**config.mk**
```make
export PLATFORM = sky130hd
export DESIGN_NAME = wb_pattern_master
export DESIGN_NICKNAME = d
export VERILOG_FILES = /design/src/rtl/wb_pattern_pkg.sv /design/src/rtl/wb_pattern_gen.sv /design/src/rtl/wb_pattern_master.sv
export SDC_FILE = /design/constraint.sdc
export NUM_CORES = 1
export LEC_CHECK = 0
export BUFFER_PORTS_ARGS = -buffer_cell sky130_fd_sc_hd__buf_2
export CORE_ASPECT_RATIO = 1.2
export CORE_MARGIN = 5
export CORE_UTILIZATION = 30
export DETAILED_ROUTE_END_ITERATION = 16
export SLEW_MARGIN = 20
export SYNTH_ARGS = -nofsm -noshare
export SYNTH_HDL_FRONTEND = slang
export SYNTH_HIERARCHICAL = 1
export SYNTH_SLANG_ARGS = --single-unit
```
**constraint.sdc**
```tcl
create_clock -name wb_clk_i -period 5.1 [get_ports wb_clk_i]
set_clock_uncertainty 0.1 [all_clocks]
set_input_delay 1.02 -clock wb_clk_i [delete_from_list [all_inputs] [get_ports wb_clk_i]]
set_output_delay 1.02 -clock wb_clk_i [all_outputs]
set_load 0.03 [all_outputs]
```
**src/rtl/wb_pattern_pkg.sv**
```systemverilog
// Shared definitions for the Wishbone pattern master: FSM states, burst
// cycle-type codes and the LFSR feedback mask.
package wb_pattern_pkg;

   typedef enum logic [2:0] {
      IDLE,
      WAIT_INIT,
      WR_BURST,
      WR_GAP,
      RD_BURST,
      RD_GAP,
      FINISH
   } state_e;

   localparam logic [2:0] CTI_INCR = 3'b010;
   localparam logic [2:0] CTI_EOB  = 3'b111;

   // Right-shifting Galois form of x^32 + x^22 + x^2 + x + 1
   localparam logic [31:0] LFSR_TAPS = 32'h8020_0003;

   function automatic logic [31:0] lfsrNext(input logic [31:0] cur);
      return {1'b0, cur[31:1]} ^ (cur[0] ? LFSR_TAPS : 32'h0);
   endfunction

endpackage

```
**src/rtl/wb_pattern_gen.sv**
```systemverilog
// Test-pattern generator for the Wishbone pattern master.
// Default build: data is the beat address zero-extended and XORed with the seed.
// With WB_PATTERN_LFSR_EN defined: data comes from a 32-bit Galois LFSR that is
// loaded from the seed (a zero seed becomes 1) and steps once per accepted beat.
module wb_pattern_gen #(
   parameter int dw     = 32,
   parameter int APP_AW = 26
) (
   input  logic              clk_i,
   input  logic              rst_ni,
   input  logic              load_i,
   input  logic              step_i,
   input  logic [31:0]       seed_i,
   input  logic [APP_AW-1:0] addr_i,
   output logic [dw-1:0]     data_o
);
   import wb_pattern_pkg::*;

`ifdef WB_PATTERN_LFSR_EN
   logic [31:0] lfsr_q;
   logic        unused_addr;

   // Load wins over step so a reload before the read phase restarts the sequence cleanly
   always_ff @(posedge clk_i or negedge rst_ni) begin
      if (!rst_ni) begin
         lfsr_q <= 32'h0;
      end else if (load_i) begin
         lfsr_q <= (seed_i == 32'h0) ? 32'h1 : seed_i;
      end else if (step_i) begin
         lfsr_q <= lfsrNext(lfsr_q);
      end
   end

   assign data_o      = dw'(lfsr_q);
   assign unused_addr = ^addr_i;
`else
   logic unused_genInputs;

   assign data_o           = dw'(addr_i) ^ dw'(seed_i);
   assign unused_genInputs = ^{clk_i, rst_ni, load_i, step_i};
`endif

endmodule

```
**src/rtl/wb_pattern_master.sv**
```systemverilog
// Wishbone burst pattern master: writes num_bursts incrementing bursts of a
// generated pattern starting at base_addr, then reads them back and counts
// mismatches. Optional LFSR data source selected by WB_PATTERN_LFSR_EN.
module wb_pattern_master #(
   parameter int dw     = 32,
   parameter int APP_AW = 26,
   parameter int BL     = 8
) (
   input  logic              wb_clk_i,
   input  logic              wb_resetn,
   input  logic              start,
   input  logic              sdr_init_done,
   input  logic [APP_AW-1:0] base_addr,
   input  logic [15:0]       num_bursts,
   input  logic [31:0]       seed,
   output logic              wb_cyc_o,
   output logic              wb_stb_o,
   output logic              wb_we_o,
   output logic [APP_AW-1:0] wb_addr_o,
   output logic [dw-1:0]     wb_dat_o,
   output logic [dw/8-1:0]   wb_sel_o,
   output logic [2:0]        wb_cti_o,
   input  logic              wb_ack_i,
   input  logic [dw-1:0]     wb_dat_i,
   output logic              busy,
   output logic              done,
   output logic              pass,
   output logic [15:0]       err_count,
   output logic [APP_AW-1:0] first_err_addr
);
   import wb_pattern_pkg::*;

   state_e            state_q, state_d;
   logic [APP_AW-1:0] addr_q, addr_d;
   logic [4:0]        beatCnt_q, beatCnt_d;
   logic [15:0]       burstCnt_q, burstCnt_d;
   logic [APP_AW-1:0] base_q, base_d;
   logic [15:0]       numBursts_q, numBursts_d;
   logic [31:0]       seed_q, seed_d;
   logic [15:0]       errCount_q, errCount_d;
   logic [APP_AW-1:0] firstErr_q, firstErr_d;
   logic              pass_q, pass_d;

   logic              inBurst, lastBeat, ackBeat;
   logic              genLoad, genStep;
   logic [31:0]       genSeed;
   logic [dw-1:0]     pattern;

   assign inBurst  = (state_q == WR_BURST) || (state_q == RD_BURST);
   assign lastBeat = (beatCnt_q == 5'(BL - 1));
   assign ackBeat  = inBurst && wb_ack_i;
   assign genStep  = ackBeat;
   assign genSeed  = (state_q == IDLE) ? seed : seed_q;

   wb_pattern_gen #(
      .dw    (dw),
      .APP_AW(APP_AW)
   ) u_gen (
      .clk_i (wb_clk_i),
      .rst_ni(wb_resetn),
      .load_i(genLoad),
      .step_i(genStep),
      .seed_i(genSeed),
      .addr_i(addr_q),
      .data_o(pattern)
   );

   // State and datapath registers; reset drops the bus immediately, even mid-burst
   always_ff @(posedge wb_clk_i or negedge wb_resetn) begin
      if (!wb_resetn) begin
         state_q     <= IDLE;
         addr_q      <= '0;
         beatCnt_q   <= '0;
         burstCnt_q  <= '0;
         base_q      <= '0;
         numBursts_q <= '0;
         seed_q      <= '0;
         errCount_q  <= '0;
         firstErr_q  <= '0;
         pass_q      <= 1'b0;
      end else begin
         state_q     <= state_d;
         addr_q      <= addr_d;
         beatCnt_q   <= beatCnt_d;
         burstCnt_q  <= burstCnt_d;
         base_q      <= base_d;
         numBursts_q <= numBursts_d;
         seed_q      <= seed_d;
         errCount_q  <= errCount_d;
         firstErr_q  <= firstErr_d;
         pass_q      <= pass_d;
      end
   end

   // Next-state logic: write phase, one-cycle gaps, read-back phase with checking
   always_comb begin
      state_d     = state_q;
      addr_d      = addr_q;
      beatCnt_d   = beatCnt_q;
      burstCnt_d  = burstCnt_q;
      base_d      = base_q;
      numBursts_d = numBursts_q;
      seed_d      = seed_q;
      errCount_d  = errCount_q;
      firstErr_d  = firstErr_q;
      pass_d      = pass_q;
      genLoad     = 1'b0;

      if (ackBeat) begin
         addr_d    = addr_q + APP_AW'(dw / 8);
         beatCnt_d = lastBeat ? 5'd0 : beatCnt_q + 5'd1;
      end

      case (state_q)
         IDLE: begin
            if (start) begin
               state_d     = WAIT_INIT;
               base_d      = base_addr;
               numBursts_d = num_bursts;
               seed_d      = seed;
               errCount_d  = '0;
               firstErr_d  = '0;
               pass_d      = 1'b0;
               genLoad     = 1'b1;
            end
         end
         WAIT_INIT: begin
            if (sdr_init_done) begin
               addr_d     = base_q;
               beatCnt_d  = '0;
               burstCnt_d = '0;
               if (numBursts_q == 16'd0) begin
                  state_d = FINISH;
                  pass_d  = 1'b1;
               end else begin
                  state_d = WR_BURST;
               end
            end
         end
         WR_BURST: begin
            if (ackBeat && lastBeat) begin
               burstCnt_d = burstCnt_q + 16'd1;
               state_d    = WR_GAP;
            end
         end
         WR_GAP: begin
            if (burstCnt_q == numBursts_q) begin
               state_d    = RD_BURST;
               burstCnt_d = '0;
               addr_d     = base_q;
               genLoad    = 1'b1;
            end else begin
               state_d = WR_BURST;
            end
         end
         RD_BURST: begin
            if (ackBeat && (wb_dat_i != pattern)) begin
               if (errCount_q != 16'hFFFF) begin
                  errCount_d = errCount_q + 16'd1;
               end
               if (errCount_q == 16'd0) begin
                  firstErr_d = addr_q;
               end
            end
            if (ackBeat && lastBeat) begin
               burstCnt_d = burstCnt_q + 16'd1;
               if ((burstCnt_q + 16'd1) == numBursts_q) begin
                  state_d = FINISH;
                  pass_d  = (errCount_d == 16'd0);
               end else begin
                  state_d = RD_GAP;
               end
            end
         end
         RD_GAP: begin
            state_d = RD_BURST;
         end
         FINISH: begin
            state_d = IDLE;
         end
         default: begin
            state_d = IDLE;
         end
      endcase
   end

   assign wb_cyc_o       = inBurst;
   assign wb_stb_o       = inBurst;
   assign wb_we_o        = (state_q == WR_BURST);
   assign wb_addr_o      = addr_q;
   assign wb_dat_o       = wb_we_o ? pattern : '0;
   assign wb_sel_o       = inBurst ? '1 : '0;
   assign wb_cti_o       = inBurst ? (lastBeat ? CTI_EOB : CTI_INCR) : 3'b000;
   assign busy           = (state_q != IDLE);
   assign done           = (state_q == FINISH);
   assign pass           = pass_q;
   assign err_count      = errCount_q;
   assign first_err_addr = firstErr_q;

endmodule

```
[After elaboration in Yosys (flattened, before gate mapping)]
Index checks and enable logic that the tools add are counted.
Cells by class
  add/subtract/negate cells: 4
  eq/ne operators: 21
  mux-type cells: 40
  bitwise operators: 1
  reductions and logical operators: 19
Operators with widths (count)
  2-to-1 mux 26 bit: 6
  2-to-1 mux 16 bit: 7
  case mux 26 bit (2 select lines): 2
  2-to-1 mux 32 bit: 2
  logical NOT 16 bit: 3
  case mux 16 bit (3 select lines): 1
  adder 16 x 1 -> 16 bit (second input constant): 2
  == test 16 bit: 2
  != test 32 bit: 1
  case mux 16 bit (2 select lines): 1
  bitwise XOR 26 x 32 -> 32 bit: 1
  adder 26 x 3 -> 26 bit (second input constant): 1
  2-to-1 mux 3 bit: 8
  2-to-1 mux 5 bit: 4
  case mux 3 bit (6 select lines): 1
  != test 16 bit (second input constant): 1
  != test 2 x 1 -> 1 bit (second input constant): 6
  AND reduction 4 bit: 3
  == test 3 bit (second input constant): 3
  nonzero test 3 bit: 3
  != test 2 bit (second input constant): 4
  == test 3 x 2 -> 1 bit (second input constant): 2
  AND reduction 6 bit: 1
  adder 5 x 1 -> 5 bit (second input constant): 1
  other kinds (12): 19
Word-level totals
  bits in registers: 167
  bits of input ports: 111
  output and inout bits: 113

[Depth between registers and ports, before layout]
Gate-level depths: netlist of run 1.
  word-level depth: 11
  gate-level depth with buffers: 15

[Modules after synthesis]
Netlist of run 1, hierarchy kept.
Modules (own cells, without submodules)
  wb_pattern_master: times used 1, cells each 1068, area each 9440.3 um2, sequential area each 4179.0 um2
  wb_pattern_gen: times used 1, cells each 32, area each 272.8 um2, sequential area each 0.0 um2

[Worst setup path before layout of run 1]
No wires, ideal clock.
  path type: reg2reg
  start: reg state_q[0]
  end: reg pass_q (netlist: pass)
  setup time: 0.082 ns
  arrival time: 3.744 ns
  data required time: 4.918 ns
  path slack: 1.174 ns
  stages on the path, launching flop included: 15
  buffers on the path: 3
  clock period less this slack: 3.926 ns
  path through: dfrtp_1 > clkbuf_1 > nor3_1 > clkbuf_1 > mux2_2 > xor2_1 > xor2_1 > nor4_1 > nand4_1 > nor2_1 > clkbuf_8 > o21ai_0 > a221oi_2 > nand4b_1 > a31oi_1
On the way
  cells in the longest elaborated chain, start to end: 11
  elaborated cells on any way between the ends: 24
Ends and longest elaborated chain
  from (decl): RTL line wb_pattern_master.sv:33  | state_e state_q, state_d;
  from (signal assigned): RTL line wb_pattern_master.sv:82  | state_q <= state_d;
  logical NOT 3 bit: RTL line wb_pattern_master.sv:53  | assign genSeed = (state_q == IDLE) ? seed : seed_q;
  2-to-1 mux 32 bit: RTL line wb_pattern_master.sv:53
  net genSeed[15]: RTL line wb_pattern_master.sv:46  | logic [31:0] genSeed;
  bitwise XOR 26 x 32 -> 32 bit: RTL line wb_pattern_gen.sv:39  | assign data_o = dw'(addr_i) ^ dw'(seed_i);
  net pattern[15]: RTL line wb_pattern_master.sv:47  | logic [dw-1:0] pattern;
  != test 32 bit: RTL line wb_pattern_master.sv:157  | if (ackBeat && (wb_dat_i != pattern)) begin
  logical AND 1 bit: RTL line wb_pattern_master.sv:157
  2-to-1 mux 16 bit: RTL line wb_pattern_master.sv:157
  2-to-1 mux 16 bit: RTL line wb_pattern_master.sv:114  | case (state_q)
  logical NOT 16 bit: RTL line wb_pattern_master.sv:169  | pass_d = (errCount_d == 16'd0);
  2-to-1 mux 1 bit: RTL line wb_pattern_master.sv:167  | if ((burstCnt_q + 16'd1) == numBursts_q) begin
  2-to-1 mux 1 bit: RTL line wb_pattern_master.sv:165  | if (ackBeat && lastBeat) begin
  case mux 1 bit (3 select lines): RTL line wb_pattern_master.sv:114
  to (signal assigned): RTL line wb_pattern_master.sv:91  | pass_q <= pass_d;
  to (decl): RTL line wb_pattern_master.sv:42  | logic pass_q, pass_d;
The timed path passes the listed nets, and every way through them passes these cells. The select of a mux whose other input is x is not followed.
A chain may end at the register's enable or synchronous reset.

[Worst setup path after layout of run 1]
  start: reg state_q[1]
  end: reg pass_q (netlist: pass)
Same word-level chain as after synthesis.

==> flow_summary.ini, run 1 <==
[die]
die_h_um = 207
dieArea_um2 = 36100
placementRows = 72
start_util_pct = 30.3
coreArea_um2 = 32100
die_x_um = 174
io_pins = 224

[yosys]
netlist_area_um2 = 9710
synth_cells = 1099
ys_warn_count = 6
syn_nets = 1215
syn_area_per_cell_um2 = 8.83

[status]
outcome = finished, final reports clean

[cts]
root_buffer = clkbuf_16
clk_pin_slew_ns = 0.07
post_cts_buffers = 0
ctsHoldBuffers = 0
clock_sinks = 167
clockBufferDepth = 2
cts_made_buffers = 17
post_cts_resized = 0
h-tree-depth = 4
clock_latency_ns = 0.44
tritoncts = built

[sta]
finalSetupTns_ns = 0
hold_viol = 0
period_share_pct = 81.8
min_period_ns = 4.17
slew_headroom_pct = 33.9
worstMarginPinSlew_ns = 0.991
setup_ws_ns = 0.930
grt_setup_unrepaired = false
fmax_mhz = 240
worst_hold_slack_ns = 0.341
drv_slew = 0
finalSetupViolCount = 0

[detailed_routing]
drc = 0
vias = 8628
first_iter_violations = 429
postRouteAntennaNets = 0
vias_per_cell = 5.09
post_drt_wl_per_cell_um = 20.0
firstDrtPassIters = 7
drt_wl_total_mm = 34.0

[power_and_ir_drop]
peakVddDrop_uv = 211
power_mw = 4.03
power_density_nw_per_um2 = 345
leakagePower_nw = 5.94

[global_routing]
antenna_found_initial = 6
grt_pass1_vias = 8871
grt_use_total_pct = 18.6
grt_pass1_wl_mm = 52.6
grt_max_degree = 102
gr-total-overflow = 0

[setup_path]
crit_fanout = 35
critPathCaptureType = flop
critPathArrivalTime_ns = 4.44
timing.rr.end = pass
ff2ff_setup_slack_ns = 0.93
start_kind = flop
worstPathRequired_ns = 5.37
worstReg2RegStart = state_q[1]
r2r_cells = 13
crit_type = reg -> reg

[place]
dp_hpwl_mm = 25.2
place.gp.congestion = 0.874
pre_cts_ws_ns = 0.912
place_area_um2 = 11000
dp_cells = 1658
io_buffers = 223

[run]
drv_cap = 0

[layout]
utilization_pct = 36.4
layout_common_cells = nand2_1 (288), buf_2 (222), dfrtp_1 (167), xor2_1 (76), o21ai_0 (60)
final_area_um2 = 11700
syn2layout_area_growth_pct = 20.4
final_common_cell = nand2_1
drive_gt1_share_pct = 25.3
fin_nets = 1387
fin_cells = 1696

[hold_path]
hold_class = in -> async
==> critical path, cell delays in order (launching register included) <==
cell	delay (ns)
dfrtp_1	0.56
nor3_2	0.21
buf_4	0.46
mux2_2	0.40
xor2_1	0.38
xor2_1	0.28
nor4_1	0.09
nand4_1	0.17
nor2_1	0.07
buf_4	0.20
or4b_2	0.67
a22oi_1	0.17
nand4b_1	0.12
a31oi_1	0.18
==> how the worst max path moves through the flow <==
stage	to	start	slack, ns	depth (start not counted)
2_1_floorplan	pass	state_q[0]	1.17	14
3_3_place_gp	pass	state_q[1]	0.93	13
3_5_place_dp	pass	state_q[1]	0.91	13
4_1_cts	pass	state_q[1]	0.90	13
5_1_grt	pass	state_q[1]	0.69	12
6_report	pass	state_q[1]	0.93	13
==> area by class of cell <==
| type | instances | area, um^2 |
|---|---|---|
| Fill cell | 3313 | 20400 |
| Multi-Input combinational cell | 836 | 5060 |
| Sequential cell | 167 | 4180 |
| Timing Repair Buffer | 234 | 1240 |
| Tap cell | 407 | 509 |
| Clock buffer | 21 | 460 |
| Clock inverter | 11 | 170 |
| Inverter | 15 | 56.3 |
| Antenna cell | 5 | 12.5 |
==> state kept, by name (all words and copies together) (netlist names) <==
register	count
seed_q	32
beatCnt_q	5
pass	1
burstCnt_q	16
numBursts_q	16
base_q	26
err_count	16
first_err_addr	26
wb_addr_o	26
state_q	3
==> per-layer routing <==
layer  share of wire (%)  global-route usage [%]  vias up
met5               0.044                       0        -
met4                 2.5                    6.39        4
met3                 5.7                    4.16       49
met2                  50                    31.7      277
met1                  42                    23.2     4201
li1                    -                       -     4097
==> where the power goes <==
part / leakage (nW) / switching, mW / internal [mW]
Clock: 0.300 / 0.562 / 0.848
Combinational: 3.35 / 0.673 / 0.345
Sequential: 2.29 / 0.173 / 1.43
Power figures use the tool's default switching activity.
==> inputs of run 2 (changes only) <==
clock period = 4.3 ns   (was 5.1 ns; I/O delays follow)
==> run 2 against run 1 <==
Against the previous run:
- core utilization about the same
- sequential share of layout area hardly changed
- routed wire length is 0.58% higher
- register-to-register slack worse by 0.54 ns
- die area did not move
- critical path depth is 1 lower
- global-route usage about the same
- hold slack better by 0.035 ns
- fmax is 6.8% higher
- first-iteration DRC count grew 5.4%
- largest cell class unchanged
- highest routed layer unchanged
==> flow_summary.ini, run 2 (synthesis results as in run 1) <==
[global_routing]
grt_pass1_wl_mm = 52.8
gr-total-overflow = 0
antenna_found_initial = 7
grt_use_total_pct = 18.6
grt_max_degree = 97
grt_pass1_vias = 8911

[cts]
clock_sinks = 167
tritoncts = built
clock_latency_ns = 0.44
h-tree-depth = 4
cts_made_buffers = 17
clockBufferDepth = 2
clk_pin_slew_ns = 0.07
post_cts_buffers = 0
post_cts_resized = 0
root_buffer = clkbuf_16
ctsHoldBuffers = 0

[detailed_routing]
first_iter_violations = 452
vias_per_cell = 5.10
vias = 8672
postRouteAntennaNets = 0
drc = 0
post_drt_wl_per_cell_um = 20.1
drt_wl_total_mm = 34.2
firstDrtPassIters = 7

[layout]
largest_register_ffs = 32
drive_gt1_share_pct = 25.9
fin_nets = 1395
fin_cells = 1702
final_area_um2 = 11700
final_common_cell = nand2_1
layout_common_cells = nand2_1 (288), buf_2 (222), dfrtp_1 (167), xor2_1 (76), o21ai_0 (60)
utilization_pct = 36.5
top_register = seed_q
syn2layout_area_growth_pct = 20.4

[status]
outcome = finished, final reports clean

[sta]
fmax_mhz = 256
period_share_pct = 90.8
drv_slew = 0
finalSetupTns_ns = 0
min_period_ns = 3.91
setup_ws_ns = 0.394
hold_viol = 0
worst_hold_slack_ns = 0.376
finalSetupViolCount = 0
grt_setup_unrepaired = false
slew_headroom_pct = 30.5
worstMarginPinSlew_ns = 1.04

[setup_path]
critPathArrivalTime_ns = 4.12
r2r_cells = 12
critPathCaptureType = flop
start_kind = flop
worstPathRequired_ns = 4.52
crit_fanout = 35
worstReg2RegStart = state_q[0]
crit_type = reg -> reg
timing.rr.end = err_count[1]
critical_path.endpoint = err_count[1]
ff2ff_setup_slack_ns = 0.39
startpoint = state_q[0]

[die]
placementRows = 72
coreArea_um2 = 32100
dieArea_um2 = 36100
start_util_pct = 30.3
die_x_um = 174
die_h_um = 207
io_pins = 224

[place]
place.gp.congestion = 0.902
pre_cts_ws_ns = 0.404
io_buffers = 223
dp_hpwl_mm = 25.7
dp_cells = 1667
place_area_um2 = 11100

[power_and_ir_drop]
leakagePower_nw = 5.96
power_mw = 4.68
peakVddDrop_uv = 295
power_density_nw_per_um2 = 400

[run]
drv_cap = 0

[hold_path]
hold_class = reg -> reg
run 2: cell type report:
type | count | area [um^2]
Antenna cell | 3 | 7.51
Clock buffer | 21 | 480
Clock inverter | 11 | 123
Fill cell | 3351 | 20400
Inverter | 15 | 56.3
Multi-Input combinational cell | 836 | 5060
Sequential cell | 167 | 4180
Tap cell | 407 | 509
Timing Repair Buffer | 242 | 1280
run 2: layer usage:
layer / track usage, % / up-vias / wire length (um)
li1: - / 4118 / -
met1: 22.7 / 4244 / 14400
met2: 32.4 / 255 / 17100
met3: 4.41 / 49 / 1910
met4: 5.82 / 6 / 779
met5: 0 / - / 29
run 2: where the power goes:
part,switching (mW),internal [mW]
clock network,0.666,0.916
logic,0.786,0.408
registers,0.212,1.69
total,1.66,3.02
run 2: worst max-delay path, cell delays in order, from the launching register on:
cell,delay [ns]
dfrtp_1,0.51
nor3_2,0.30
buf_12,0.26
mux2_2,0.37
xor2_1,0.26
xor2_1,0.25
nor4_1,0.09
nand4_1,0.14
nor2_1,0.09
buf_4,0.20
nor2_1,0.70
o21ai_0,0.23
a32o_1,0.26
run 2: worst min-delay path by stage:
stage,start,endpoint,depth (start not counted)
finish,base_q[23],base_q[23],2
global route,seed_q[15],seed_q[15],2
CTS,seed_q[12],seed_q[12],2
detailed placement,seed_q[12],seed_q[12],2
global placement,base_q[0],base_q[0],2
floorplan,base_q[0],base_q[0],2
==> inputs of run 3 (changes only) <==
SYNTH_HIERARCHICAL = not set   (was 1)
==> run 3 against run 2 <==
Against the previous run:
- die area increased by 4.6%
- synthesized cell count increased by 2.8%
- total power increased by 86%
- clock power about the same
- register-to-register slack got worse by 0.09 ns
- fmax decreased by 2.2%
- flip-flop and latch count unchanged
- largest power group is now combinational logic
- highest routed layer unchanged
==> flow_summary.ini, run 3 <==
[status]
outcome = finished, final reports clean

[setup_path]
critical_path.endpoint = pass
crit_fanout = 17
crit_type = reg -> reg
path_cells = nor3_4 > buf_4 > nand2_1 > and3_1 > or4_1 > or4_4 > or4_4 > a311o_1 > a22oi_1 > nand4_1 > o21ai_1
startpoint = state_q[2]
r2r_cells = 11
start_kind = flop
slowest_delay_ns = 0.57
worstPathRequired_ns = 4.55
ff2ff_setup_slack_ns = 0.31
worstReg2RegStart = state_q[2]
cp_common_cell = or4_4
crit_slowest_cell = or4_4
critPathArrivalTime_ns = 4.24
critPathCaptureType = flop
timing.rr.end = pass

[global_routing]
gr-total-overflow = 0
grt_use_total_pct = 18.9
antenna_found_initial = 9
grt_pass1_wl_mm = 54.6
grt_pass1_vias = 9231
grt-busiest-layer = met2
grtUsageMet1_pct = 24.7
grt_util_met2_pct = 30.0
grt_max_degree = 110
met3_usage_pct = 4.47

[power_and_ir_drop]
power_density_nw_per_um2 = 700
peakVddDrop_uv = 344
leakagePower_nw = 5.40

[sta]
finalSetupViolCount = 0
setup_ws_ns = 0.307
worstMarginPinSlew_ns = 0.929
period_share_pct = 92.8
slew_headroom_pct = 38.0
drv_slew = 0
fmax_mhz = 250
min_period_ns = 3.99
worst_hold_slack_ns = 0.374
grt_setup_unrepaired = false
hold_viol = 0
finalSetupTns_ns = 0

[layout]
layout_common_cells = buf_2 (222), dfrtp_1 (167), nand2_1 (111), nor2_1 (109), o21ai_0 (81)
top_register = seed_q
final_area_um2 = 12400
final_common_cell = buf_2
largest_register_ffs = 32
drive_gt1_share_pct = 28.2
fillCellCount = 3487
fin_nets = 1427
syn2layout_area_growth_pct = 21.8

[yosys]
yosysSeqAreaShare_pct = 41.0
synthArstFlopShare_pct = 100
synth.ff_latch_count = 167
ys_warn_count = 0
syn_nets = 1246
synth_top_area_cell = dfrtp_1
synth_ff_type = dfrtp_1
syn_area_per_cell_um2 = 9.01
synth_edf_count = 0
synth_common_cells = dfrtp_1 (167), nand2_1 (111), nor2_1 (110)
yosysMostFrequentCell = dfrtp_1
synth_cells = 1130
yosys.cell_types.count = 71
yosys-top-cells-area = dfrtp_1 (41%), mux2_2 (8.4%), xnor2_1 (6.5%)
netlist_area_um2 = 10200
synth.top_cell.area_share_pct = 41.0

[run]
drv_cap = 0

[detailed_routing]
post_drt_wl_per_cell_um = 20.1
drt_wl_total_mm = 36.0
firstDrtPassIters = 5
vias = 9344
first_iter_violations = 802
vias_per_cell = 5.23
postRouteAntennaNets = 0
drc = 0

[die]
start_util_pct = 30.1
die_h_um = 212
coreArea_um2 = 33800
die_x_um = 178
io_pins = 224
placementRows = 74
dieArea_um2 = 37700

[cts]
clk_pin_slew_ns = 0.08
h-tree-depth = 4
clock_sinks = 167
ctsHoldBuffers = 0
clockBufferDepth = 2
tritoncts = built
clock_latency_ns = 0.44
cts_made_buffers = 17
post_cts_resized = 0
post_cts_buffers = 0
root_buffer = clkbuf_16

[hold_path]
hold_class = reg -> reg

[place]
place.gp.congestion = 0.910
place_area_um2 = 11800
pre_cts_ws_ns = 0.324
dp_hpwl_mm = 27.6
io_buffers = 223
==> run 3: cell types whose count changed in the layout (fill, tap and decap cells not counted), moves of 27 or more <==
cell and delta:
xnor2_1 +40, a22o_1 -27, mux2_2 +40, a21oi_1 +27, nor2_1 +66, nand2_1 -177
==> run 3: cell families (layout without fill, tap and decap cells) <==
group                    after synthesis  count (layout)  synth area share (%)
buffers and inverters                109             303                  4.35
flip-flops                           167             167                  41.0
other                                  0               5                     0
multiplexers                          87              87                  9.48
AO/OA/AOI/OAI                        231             231                  14.2
adder cells (fa/ha/maj)                5               5                 0.614
AND/OR/NAND/NOR                      403             403                  19.3
XOR/XNOR                             128             128                  11.0
==> run 3: worst min-delay path by stage <==
stage          depth (start not counted)            endpoint          startpoint  slack (ns)
2_1_floorplan                          1        wb_addr_o[0]           base_q[0]        0.38
3_3_place_gp                           2   first_err_addr[0]   first_err_addr[0]        0.36
3_5_place_dp                           2   first_err_addr[0]   first_err_addr[0]        0.37
4_1_cts                                2   first_err_addr[0]   first_err_addr[0]        0.38
5_1_grt                                2  first_err_addr[12]  first_err_addr[12]        0.41
6_report                               2   first_err_addr[0]   first_err_addr[0]        0.37
==> run 3: report_power, final <==
part           total [mW]  internal, mW  switching, mW
registers            2.91          2.12          0.797
clock network        1.59         0.866          0.721
logic                4.18          1.58           2.61
==> run 3: layer usage <==
metal  routed length, um  share of wire, %
met4                1260               3.5
met5                  69              0.19
met1               15200                42
met2               16900                47
met3                2600               7.2
==> run 3: final cells by class <==
type	count	area, um^2	share of cell area [%]
multi-input combinational	854	5580	45.0
sequential	167	4180	33.7
timing repair buffer	252	1390	11.2
tap	456	571	4.60
clock buffer	20	467	3.76
clock inverter	12	130	1.05
inverter	19	71.3	0.575
antenna	5	12.5	0.101
==> run 3: metrics by stage <==
| step | instances | total power, mW | utilization, % |
|---|---|---|---|
| floorplan | 1130 | 5.58 | - |
| global placement | 1748 | 7.06 | 34.9 |
| detailed placement | 1748 | 7.11 | 34.9 |
| CTS | 1780 | 8.73 | 36.7 |
| global route | 1784 | 9.18 | 36.7 |
| finish | 1785 | 8.69 | 36.7 |
==> run 3: critical path, delay by kind of cell, from the launching register on <==
family / cells / cell delay [ns]
compound gates: 3 / 0.69
buf+inv: 1 / 0.31
simple gates: 7 / 2.26
flops: 1 / 0.53
